### src/rtl/pulse_spacer.sv
// Source-domain pacer that queues event pulses and re-emits them at least MIN_GAP cycles apart.
// Optional sticky drop status is enabled by defining PULSE_SPACER_OVF_STATUS_EN.
module pulse_spacer #(
  parameter int MIN_GAP   = 6,
  parameter int CNT_WIDTH = 4
) (
  input  logic                 CLK,
  input  logic                 RESETN,
  input  logic                 PULSE_IN,
`ifdef PULSE_SPACER_OVF_STATUS_EN
  input  logic                 OVF_CLR,
  output logic                 OVERFLOW,
`endif
  output logic                 PULSE_OUT,
  output logic [CNT_WIDTH-1:0] PENDING,
  output logic                 BUSY
);

  localparam int GAP_W = (MIN_GAP > 2) ? $clog2(MIN_GAP - 1) : 1;
  localparam logic [GAP_W-1:0]     GAP_LOAD = GAP_W'(MIN_GAP - 2);
  localparam logic [CNT_WIDTH-1:0] CNT_MAX  = '1;

  generate
    if (MIN_GAP < 2 || CNT_WIDTH < 1) begin : g_bad_params
      $fatal(1, "pulse_spacer: MIN_GAP must be >= 2 and CNT_WIDTH >= 1");
    end
  endgenerate

  typedef enum logic {IDLE, GAP} state_t;

  state_t           state;
  logic [GAP_W-1:0] gap_cnt;

  logic has_backlog;
  logic fire;
  logic inc;
  logic dec;
  logic drop;

  // A fresh event fires straight through only when nothing is queued ahead of it.
  assign has_backlog = (PENDING != '0);
  assign fire        = (state == IDLE) && (has_backlog || PULSE_IN);
  assign dec         = (state == IDLE) && has_backlog;
  assign inc         = PULSE_IN && !(fire && !has_backlog);
  assign drop        = inc && !dec && (PENDING == CNT_MAX);
  assign BUSY        = (state == GAP) || has_backlog;

  // NOTE: sequential state uses non-blocking assignments so every register samples pre-edge values.
  always_ff @(posedge CLK or negedge RESETN) begin
    if (!RESETN) begin
      state     <= IDLE;
      gap_cnt   <= '0;
      PULSE_OUT <= 1'b0;
      PENDING   <= '0;
    end else begin
      case (state)
        IDLE: begin
          if (fire) begin
            PULSE_OUT <= 1'b1;
            state     <= GAP;
            gap_cnt   <= GAP_LOAD;
          end else begin
            PULSE_OUT <= 1'b0;
          end
        end
        GAP: begin
          PULSE_OUT <= 1'b0;
          if (gap_cnt == '0) begin
            state <= IDLE;
          end else begin
            gap_cnt <= gap_cnt - GAP_W'(1);
          end
        end
        default: begin
          PULSE_OUT <= 1'b0;
          state     <= IDLE;
        end
      endcase

      // Saturating backlog: an arrival matched by a departure leaves the count unchanged.
      if (inc && !dec && !drop) begin
        PENDING <= PENDING + CNT_WIDTH'(1);
      end else if (dec && !inc) begin
        PENDING <= PENDING - CNT_WIDTH'(1);
      end
    end
  end

`ifdef PULSE_SPACER_OVF_STATUS_EN
  // Sticky drop flag; a drop in the same cycle as a clear keeps it set.
  always_ff @(posedge CLK or negedge RESETN) begin
    if (!RESETN) begin
      OVERFLOW <= 1'b0;
    end else if (drop) begin
      OVERFLOW <= 1'b1;
    end else if (OVF_CLR) begin
      OVERFLOW <= 1'b0;
    end
  end
`endif

endmodule
### config.mk
export PLATFORM = sky130hd
export DESIGN_NAME = pulse_spacer
export DESIGN_NICKNAME = d
export VERILOG_FILES = /design/src/rtl/pulse_spacer.sv
export SDC_FILE = /design/constraint.sdc
export NUM_CORES = 1
export LEC_CHECK = 0
export ABC_CLOCK_PERIOD_IN_PS = 2200
export BUFFER_PORTS_ARGS = -buffer_cell sky130_fd_sc_hd__buf_4
export CAP_MARGIN = 20
export CORE_AREA = 2 2 39 41
export DETAILED_ROUTE_END_ITERATION = 10
export DIE_AREA = 0 0 41 43
export SYNTH_ARGS = -nofsm -noshare
export SYNTH_HDL_FRONTEND = slang
export SYNTH_SLANG_ARGS = --single-unit
### constraint.sdc
create_clock -name CLK -period 2.2 [get_ports CLK]
set_clock_uncertainty 0.15 [all_clocks]
set_input_delay 0.11 -clock CLK [delete_from_list [all_inputs] [get_ports CLK]]
set_output_delay 0.11 -clock CLK [all_outputs]
set_load 0.03 [all_outputs]
==> run_results.csv, run 1 <==
group,metric,value,unit
outcome,outcome,"complete, no violations",
final_layout,drive_above_1_share,30.5,%
global_routing,grt_pass1_vias,368,
clock_tree,clock_tree.root_cell,"clkbuf_4",
floorplan,core,0.00138,mm^2
synthesis,synth_seq_area_share,46.5,%
power_and_ir_drop,power_density,1680,mW/mm^2
sta,final_period_minus_worst_setup_slack,1.96,ns
clock_tree,clkSlewWorstSetupHoldPaths,0.07,ns
clock_tree,tritoncts_clock_tree,"yes",
floorplan,placement_row_count,14,
detailed_routing,route.detailed.vias_per_inst,4.87,
detailed_routing,remaining_drc_errors,0,
final_layout,num-nets-final,68,
global_routing,overall_fraction_of_global_route_tracks_in_use,13.4,%
power_and_ir_drop,ir_worst_vdd,0.633,mV
detailed_routing,ant_nets,0,
synthesis,synth_fp_nets,52,
clock_tree,cts.htree.levels,1,
floorplan,io-pin-count,9,
floorplan,design.die.area,0.00176,mm^2
sta,setup_violations,0,
final_layout,fill_cells,141,
synthesis,syn_area,484,um^2
worst_setup_path,required_worst_endpoint,2.20,ns
sta,slew_headroom,68.7,%
synthesis,synthesis.area_per_instance,11.0,um^2
worst_setup_path,critical_path_arrival,1.96,ns
sta,setup_tns,0,ns
placed_design,buffer_ports.inserted,8,
sta,fmax,510,MHz
worst_setup_path,critical_path.endpoint_type,"flip-flop",
sta,report.final.hold_viol_count,0,
sta,final-max-slew-violation-count,0,
synthesis,postSynthCellCount,44,
global_routing,grt_remaining_overflow,0,
worst_setup_path,critical_path_class,"flip-flop to flip-flop",
detailed_routing,dr.pass1.iters,2,
detailed_routing,avgRoutedWirePerCell,11.5,um
sta,measured_slew_at_the_worst_slew_check_pin,0.464,ns
placed_design,dpl_cell_area,579,um^2
power_and_ir_drop,leakage,0.303,nW
worst_setup_path,timing.critical_path.fanout_max,6,
clock_tree,num_cts_buffers,3,
global_routing,initial_antenna_violation_count,0,
detailed_routing,drt-total-wl,863,um
clock_tree,clk-insertion-delay-late,0.26,ns
synthesis,postSynthRegisterBits,9,
clock_tree,cts_num_sinks,9,
synthesis,synth.yosys.warnings,0,
sta,grt_setup_unrepaired,"false",
clock_tree,cts_resized,0,
detailed_routing,drt_iter0_drc,7,
final_layout,antennaDiodeCount,0,
floorplan,die_width,41,um
floorplan,dieHeight,43,um
global_routing,grt_max_degree,10,
detailed_routing,vias,365,
worst_hold_path,hold_path_class,"primary input to asynchronous set/reset pin",
sta,final_critical_path_share_of_the_clock_period,89.1,%
clock_tree,cts-root-to-sink-buffers,2,
floorplan,initial_utilization,35.0,%
global_routing,grt_pass1_wl,1520,um
final_layout,area.growth.synth_to_final,27.4,%
worst_setup_path,start_kind,"flip-flop",
placed_design,finalWeightedCongestion,0.636,
final_layout,stdcell_area,617,um^2
run,timing.max_cap.violations,0,
synthesis,yosys.cell_types.count,18,
final_layout,final_core_utilization,44.6,%
[per-layer routing]
layer | part of all wire (%) | vias up | GRT usage [%]
met5 | 0 | - | 0
li1 | - | 182 | -
met1 | 41 | 169 | 16.4
met3 | 5.9 | 4 | 3.14
met2 | 49 | 10 | 18.4
met4 | 3.4 | 0 | 12.0
[area by class of cell]
type | instances | area, um^2 | share of cell area (%)
multi-input combinational | 30 | 240 | 38.9
inverter | 5 | 18.8 | 3.04
timing repair buffer | 11 | 85.1 | 13.8
clock buffer | 3 | 22.5 | 3.65
tap | 16 | 20.0 | 3.25
sequential | 9 | 225 | 36.5
clock inverter | 1 | 5.00 | 0.811
[worst paths after layout]
kind                             from    endpoint  slack, ns  cells after the start
max in group asynchronous      RESETN  PENDING[3]       1.71                      2
max reg2reg                PENDING[1]  PENDING[2]       0.24                      6
max                        PENDING[1]  PENDING[2]       0.24                      6
min in group CLK             PULSE_IN   PULSE_OUT       0.09                      4
min reg2reg                gap_cnt[1]  gap_cnt[1]       0.35                      2
min                            RESETN  gap_cnt[1]       0.05                      2
[synthesized netlist by cell type (all sizes together)]
master / n / share of area, %
a21o: 2 / 3.6
mux2: 2 / 4.7
mux2i: 1 / 2.1
a21oi: 2 / 2.1
dfrtp: 9 / 47
o21ai: 3 / 3.1
nand2b: 1 / 1.3
nor4: 1 / 2.6
nand2: 4 / 3.6
or3: 1 / 1.3
xor2: 3 / 5.4
fa: 1 / 4.1
ha: 4 / 10
nand3: 3 / 3.1
nand4: 1 / 1.3
nor3: 1 / 1.0
inv: 5 / 3.9
[metrics by stage]
stage | std cells | power (mW) | setup slack, ns | hold slack (ns)
final | 75 | 1.03 | 0.240 | 0.0477
after global routing | 75 | 1.15 | 0.133 | 0.0445
after CTS | 75 | 1.06 | 0.224 | 0.0384
after detailed placement | 70 | 0.919 | 0.239 | -0.208
after global placement | 70 | 0.890 | 0.298 | -0.209
after floorplan | 44 | 0.725 | 0.0658 | -0.336
[flip-flops by register name (all words and copies together), names as in the netlist]
register and count:
PENDING 4, gap_cnt 3, PULSE_OUT 1, state 1
[power by group]
part           total (mW)  internal, mW  switching, mW  leakage (nW)
sequential          0.335         0.254         0.0815         0.105
combinational       0.570         0.256          0.314         0.181
clock               0.129        0.0672         0.0620        0.0177
total                1.03         0.577          0.457         0.303
[cells in the final DEF, fill, tap and decap left out, drive strengths merged]
master	instances
a21o	2
ha	4
nor4	1
nand2b	1
nand3	3
mux2i	1
nand4	1
clkinv	1
dfrtp	9
nand2	4
mux2	2
or3	1
dlygate4sd3	1
inv	5
xor2	3
nor3	1
clkbuf	3
o21ai	3
buf	10
a21oi	2
fa	1
[repair_timing]
item / CTS / global route
buffers inserted: 0 / 0
hold buffers: 1 / 0
hold endpoints to repair: 9 / 0
[cell families (layout without fill, tap and decap cells)]
family                   after synthesis  in the layout  share of synthesized area, %
AND/OR/NAND/NOR                       12             12                          14.2
flip-flops                             9              9                          46.5
AO/OA/AOI/OAI                          7              7                          8.79
XOR/XNOR                               3              3                          5.43
buffers and inverters                  5             20                          3.88
multiplexers                           3              3                          6.72
adder cells (fa/ha/maj)                5              5                          14.5
[worst max-delay path, cell delays in order, from the launching register on]
cell,delay [ns]
dfrtp_1,0.46
nand4_1,0.12
nand3_1,0.10
buf_4,0.17
fa_1,0.38
xor2_1,0.17
mux2_1,0.28
Note: power is estimated with default switching activity, not from simulation.
==> run 2, diff against run 1 <==
ABC_CLOCK_PERIOD_IN_PS = 2100   (was 2200)
HOLD_SLACK_MARGIN = 0.12   (was default)
clock period = 2.1 ns   (was 2.2 ns; I/O delays follow)
==> run 2 against run 1 <==
Against the previous run:
- clock-buffer cell count is 1 higher
- global-route usage down 1.1 points
- clock power hardly changed
- fmax up 1.3%
- critical path type unchanged
==> run_results.csv, run 2 (synthesis gave the netlist of run 1 again) <==
group,metric,value,unit
outcome,outcome,"complete, no violations",
global_routing,initial_antenna_violation_count,0,
global_routing,overall_fraction_of_global_route_tracks_in_use,12.3,%
power_and_ir_drop,power_density,1710,mW/mm^2
final_layout,biggestRegsByFlops,"PENDING: 4 flops, gap_cnt: 3 flops",
placed_design,place_hpwl,679,um
final_layout,antennaDiodeCount,0,
global_routing,grt_remaining_overflow,0,
floorplan,core,0.00138,mm^2
floorplan,io-pin-count,9,
clock_tree,clk-insertion-delay-late,0.25,ns
floorplan,die_width,41,um
global_routing,grt_pass1_wl,1450,um
final_layout,largest_reg_flops,4,
sta,measured_slew_at_the_worst_slew_check_pin,0.483,ns
floorplan,design.die.area,0.00176,mm^2
power_and_ir_drop,ir_worst_vdd,0.572,mV
final_layout,final_common_cell,"buf_4",
clock_tree,cts.htree.levels,1,
detailed_routing,remaining_drc_errors,0,
detailed_routing,dr.pass1.iters,2,
floorplan,initial_utilization,35.0,%
placed_design,dpl_cell_area,597,um^2
clock_tree,cts_num_sinks,9,
global_routing,grt_pass1_vias,373,
worst_hold_path,hold_path_class,"flip-flop to flip-flop",
worst_setup_path,critical_path.endpoint_type,"flip-flop",
final_layout,finish.cell_count_without_fillers,79,
detailed_routing,avgRoutedWirePerCell,11.4,um
placed_design,finalWeightedCongestion,0.625,
detailed_routing,ant_nets,0,
clock_tree,num_cts_buffers,3,
worst_setup_path,regToRegStartpoint,"PENDING[3]",
power_and_ir_drop,post-layout-total-power,1.12,mW
sta,fin_hold_ws,0.355,ns
clock_tree,tritoncts_clock_tree,"yes",
placed_design,buffer_ports.inserted,8,
run,timing.max_cap.violations,0,
power_and_ir_drop,leakage,0.317,nW
sta,final_critical_path_share_of_the_clock_period,92.2,%
worst_setup_path,critical_path_arrival,1.92,ns
sta,final_period_minus_worst_setup_slack,1.94,ns
detailed_routing,route.detailed.vias_per_inst,4.68,
detailed_routing,vias,370,
final_layout,highest_count_cells_in_the_layout_ignoring_fill_and_taps,"12 x buf_4, 7 x dfrtp_1, 5 x inv_1",
detailed_routing,drt-total-wl,900,um
worst_setup_path,timing.critical_path.fanout_max,4,
clock_tree,clkSlewWorstSetupHoldPaths,0.06,ns
worst_setup_path,critical_path_class,"flip-flop to flip-flop",
final_layout,num-nets-final,72,
global_routing,grt_max_degree,10,
worst_setup_path,r2r_slack,0.16,ns
floorplan,placement_row_count,14,
worst_setup_path,required_worst_endpoint,2.08,ns
sta,fmax,517,MHz
sta,setup_violations,0,
clock_tree,clock_tree.root_cell,"clkbuf_4",
clock_tree,post_cts_setup_inserts,0,
sta,setup_tns,0,ns
final_layout,fill_cells,131,
placed_design,numPlacedInstances,72,
worst_setup_path,source_of_the_critical_timing_path,"PENDING[3]",
sta,report.final.hold_viol_count,0,
sta,slew_headroom,67.5,%
worst_setup_path,start_kind,"flip-flop",
final_layout,area.growth.synth_to_final,34.9,%
worst_hold_path,timing.hold.worst.start,"gap_cnt[0]",
detailed_routing,drt_iter0_drc,4,
final_layout,stdcell_area,653,um^2
sta,final-max-slew-violation-count,0,
sta,grt_setup_unrepaired,"false",
clock_tree,hold_buffers,3,
clock_tree,cts_resized,0,
floorplan,dieHeight,43,um
clock_tree,cts-root-to-sink-buffers,2,
final_layout,drive_above_1_share,33.3,%
final_layout,register_with_the_highest_flop_count,"PENDING",
[run 2: changes by cell type in the layout (fill, tap and decap cells not counted)]
cell,change
buf_4,+2
clkbuf_1,+1
clkinv_2,-1
dfrtp_1,-2
dfrtp_2,+2
dlygate4sd3_1,+2
[run 2: per-stage QoR]
stage / utilization (%) / worst slack, ns
2_1_floorplan: - / 0.00818
3_3_place_gp: 43.1 / 0.181
3_5_place_dp: 43.1 / 0.167
4_1_cts: 47.2 / 0.152
5_1_grt: 47.2 / 0.0992
6_report: 47.2 / 0.164
[run 2: worst paths after layout]
| kind | endpoint | depth (start not counted) |
|---|---|---|
| hold / removal | gap_cnt[0] | 1 |
| min in group asynchronous | state | 3 |
| max in group asynchronous | PENDING[0] | 3 |
| setup reg to reg | PENDING[2] | 6 |
| setup / recovery | PENDING[2] | 6 |
| hold reg to reg | gap_cnt[0] | 1 |
[run 2: power by group]
| part | leakage [nW] | switching (mW) | internal [mW] | total, mW |
|---|---|---|---|---|
| logic | 0.199 | 0.368 | 0.291 | 0.659 |
| clock network | 0.0150 | 0.0552 | 0.0729 | 0.128 |
| registers | 0.103 | 0.0600 | 0.269 | 0.329 |
| total | 0.317 | 0.483 | 0.634 | 1.12 |
[run 2: final cells by class]
class | instances | area, um^2 | share of cell area (%)
Sequential cell | 9 | 228 | 34.9
Multi-Input combinational cell | 30 | 240 | 36.8
Timing Repair Buffer | 15 | 120 | 18.4
Tap cell | 16 | 20.0 | 3.07
Inverter | 5 | 18.8 | 2.87
Clock buffer | 4 | 26.3 | 4.02
[run 2: layer usage]
metal	global-route usage (%)	wire, um
met5	0	0
met4	8.00	4
met3	1.57	24
met2	19.4	458
met1	14.9	413
[run 2: worst max-delay path, stage by stage, from the launching register on]
cell and delay, ns:
dfrtp_1 0.42, nand4_1 0.11, nand3_1 0.11, buf_4 0.18, fa_1 0.37, xor2_1 0.17
mux2_1 0.30
==> run 3, diff against run 2 <==
RECOVER_POWER = 25   (was default)
==> run 3 against run 2 <==
Against the previous run:
- fmax about the same
- clock-buffer cell count unchanged
- total power decreased by 3.5%
- utilization decreased by 1.4 points
- sequential power about the same
- final cell count unchanged
- sequential share of layout area increased by 1.0 points
- largest power group unchanged
==> run_results.csv, run 3 (synthesis gave the netlist of run 1 again) <==
group,metric,value,unit
outcome,outcome,"complete, no violations",
clock_tree,cts-root-to-sink-buffers,2,
final_layout,register_with_the_highest_flop_count,"PENDING",
global_routing,grt_pass1_wl,1450,um
final_layout,register_area,228,um^2
final_layout,final_core_utilization,45.8,%
worst_hold_path,holdPathStages,1,
clock_tree,num_cts_buffers,3,
floorplan,placement_row_count,14,
clock_tree,cts_resized,0,
global_routing,grt_max_degree,10,
worst_setup_path,start_kind,"flip-flop",
placed_design,buffer_ports.inserted,8,
final_layout,stdcell_area,634,um^2
sta,measured_slew_at_the_worst_slew_check_pin,0.487,ns
placed_design,finalWeightedCongestion,0.625,
floorplan,dieHeight,43,um
worst_hold_path,timing.hold.worst_endpoint,"gap_cnt[0]",
final_layout,multiInputGateArea,240,um^2
worst_setup_path,timing.critical_path.fanout_max,4,
worst_setup_path,critical_path_arrival,1.92,ns
placed_design,dpl_cell_area,597,um^2
sta,final_period_minus_worst_setup_slack,1.94,ns
power_and_ir_drop,p_int,593,uW
final_layout,biggestRegsByFlops,"PENDING: 4 flops, gap_cnt: 3 flops",
power_and_ir_drop,leakage,0.298,nW
worst_hold_path,timing.hold.worst.start,"gap_cnt[0]",
detailed_routing,route.detailed.vias_per_inst,4.70,
final_layout,area.growth.synth_to_final,31.0,%
global_routing,grt_pass1_vias,373,
worst_setup_path,regToRegStartpoint,"PENDING[3]",
sta,final-max-slew-violation-count,0,
sta,setup_violations,0,
final_layout,antennaDiodeCount,0,
global_routing,initial_antenna_violation_count,0,
detailed_routing,drt-total-wl,904,um
floorplan,core,0.00138,mm^2
final_layout,final_common_cell,"dfrtp_1",
power_and_ir_drop,net-switching-power,484,uW
final_layout,num-nets-final,72,
worst_setup_path,rr_endpoint,"PENDING[2]",
worst_setup_path,critical_path.endpoint_type,"flip-flop",
run,timing.max_cap.violations,0,
placed_design,place_hpwl,679,um
sta,grt_setup_unrepaired,"false",
worst_setup_path,r2r_slack,0.16,ns
power_and_ir_drop,post-layout-total-power,1.08,mW
sta,setup_tns,0,ns
detailed_routing,avgRoutedWirePerCell,11.4,um
detailed_routing,dr.pass1.iters,2,
worst_setup_path,required_worst_endpoint,2.08,ns
power_and_ir_drop,combinationalPowerShare,57.6,%
final_layout,highest_count_cells_in_the_layout_ignoring_fill_and_taps,"7 x dfrtp_1, 6 x clkbuf_1, 6 x buf_4",
final_layout,drive_above_1_share,25.4,%
power_and_ir_drop,power.switching_fraction,44.9,%
detailed_routing,vias,371,
global_routing,overall_fraction_of_global_route_tracks_in_use,12.3,%
detailed_routing,ant_nets,0,
clock_tree,clkSlewWorstSetupHoldPaths,0.06,ns
worst_setup_path,critical_path_class,"flip-flop to flip-flop",
sta,fmax,517,MHz
power_and_ir_drop,power.share.clock,11.9,%
power_and_ir_drop,power_density,1700,mW/mm^2
clock_tree,cts_num_sinks,9,
clock_tree,cts.htree.levels,1,
floorplan,die_width,41,um
floorplan,design.die.area,0.00176,mm^2
detailed_routing,drt_iter0_drc,3,
detailed_routing,remaining_drc_errors,0,
power_and_ir_drop,ir_worst_vdd,0.556,mV
sta,final_critical_path_share_of_the_clock_period,92.2,%
worst_hold_path,hold_path_class,"flip-flop to flip-flop",
sta,fin_hold_ws,0.355,ns
sta,report.final.hold_viol_count,0,
power_and_ir_drop,power.sequential.fraction,30.6,%
clock_tree,clock_tree.root_cell,"clkbuf_4",
final_layout,largest_reg_flops,4,
worst_setup_path,worst_r2r_path_depth,6,
sta,slew_headroom,67.2,%
clock_tree,tritoncts_clock_tree,"yes",
floorplan,initial_utilization,35.0,%
clock_tree,clk-insertion-delay-late,0.25,ns
floorplan,io-pin-count,9,
global_routing,grt_remaining_overflow,0,
final_layout,fill_cells,134,
[run 3: changes by cell type in the layout (fill, tap and decap cells not counted), sizes merged]
cell | before | now
buf | 12 | 6
clkbuf | 4 | 10
[run 3: layer usage]
metal | track usage [%] | wire length [um] | vias to the layer above
met3 | 1.57 | 28 | 2
met2 | 19.4 | 456 | 5
li1 | - | - | 187
met4 | 8.00 | 4 | 0
met1 | 14.9 | 416 | 177
met5 | 0 | 0 | -
[run 3: worst max-delay path by stage]
stage	start	to	slack, ns
6_report	PENDING[3]	PENDING[2]	0.16
5_1_grt	PENDING[3]	PENDING[3]	0.1
4_1_cts	PENDING[3]	PENDING[2]	0.15
3_5_place_dp	PENDING[3]	PENDING[2]	0.17
3_3_place_gp	PENDING[3]	PENDING[2]	0.18
2_1_floorplan	PENDING[2]	PENDING[3]	0.008
[run 3: layout make-up]
type / count / area share (%)
Clock buffer: 4 / 4.14
Inverter: 5 / 2.96
Multi-Input combinational cell: 30 / 37.9
Sequential cell: 9 / 35.9
Tap cell: 16 / 3.16
Timing Repair Buffer: 15 / 16.0
[run 3: power by group through the flow]
stage / Sequential [mW] / Combinational [mW] / Clock, mW
final: 0.329 / 0.620 / 0.128
after global routing: 0.340 / 0.700 / 0.144
after CTS: 0.329 / 0.670 / 0.136
after detailed placement: 0.332 / 0.662 / 0
after global placement: 0.329 / 0.651 / 0
after floorplan: 0.453 / 0.311 / 0
[run 3: per-stage QoR]
step                cells  worst slack [ns]
floorplan              44           0.00818
finish                 79             0.164
global route           79            0.0998
global placement       72             0.181
detailed placement     72             0.167
CTS                    79             0.152
[run 3: critical path: stages (launching register included)]
cell     delay (ns)
dfrtp_1        0.42
nand4_1        0.11
nand3_1        0.11
buf_4          0.18
fa_1           0.37
xor2_1         0.17
mux2_1         0.30
[run 3: timing repair]
item / in CTS / in global routing
hold buffers: 3 / 0
setup buffers: 0 / 0
hold endpoints to repair: 12 / 0
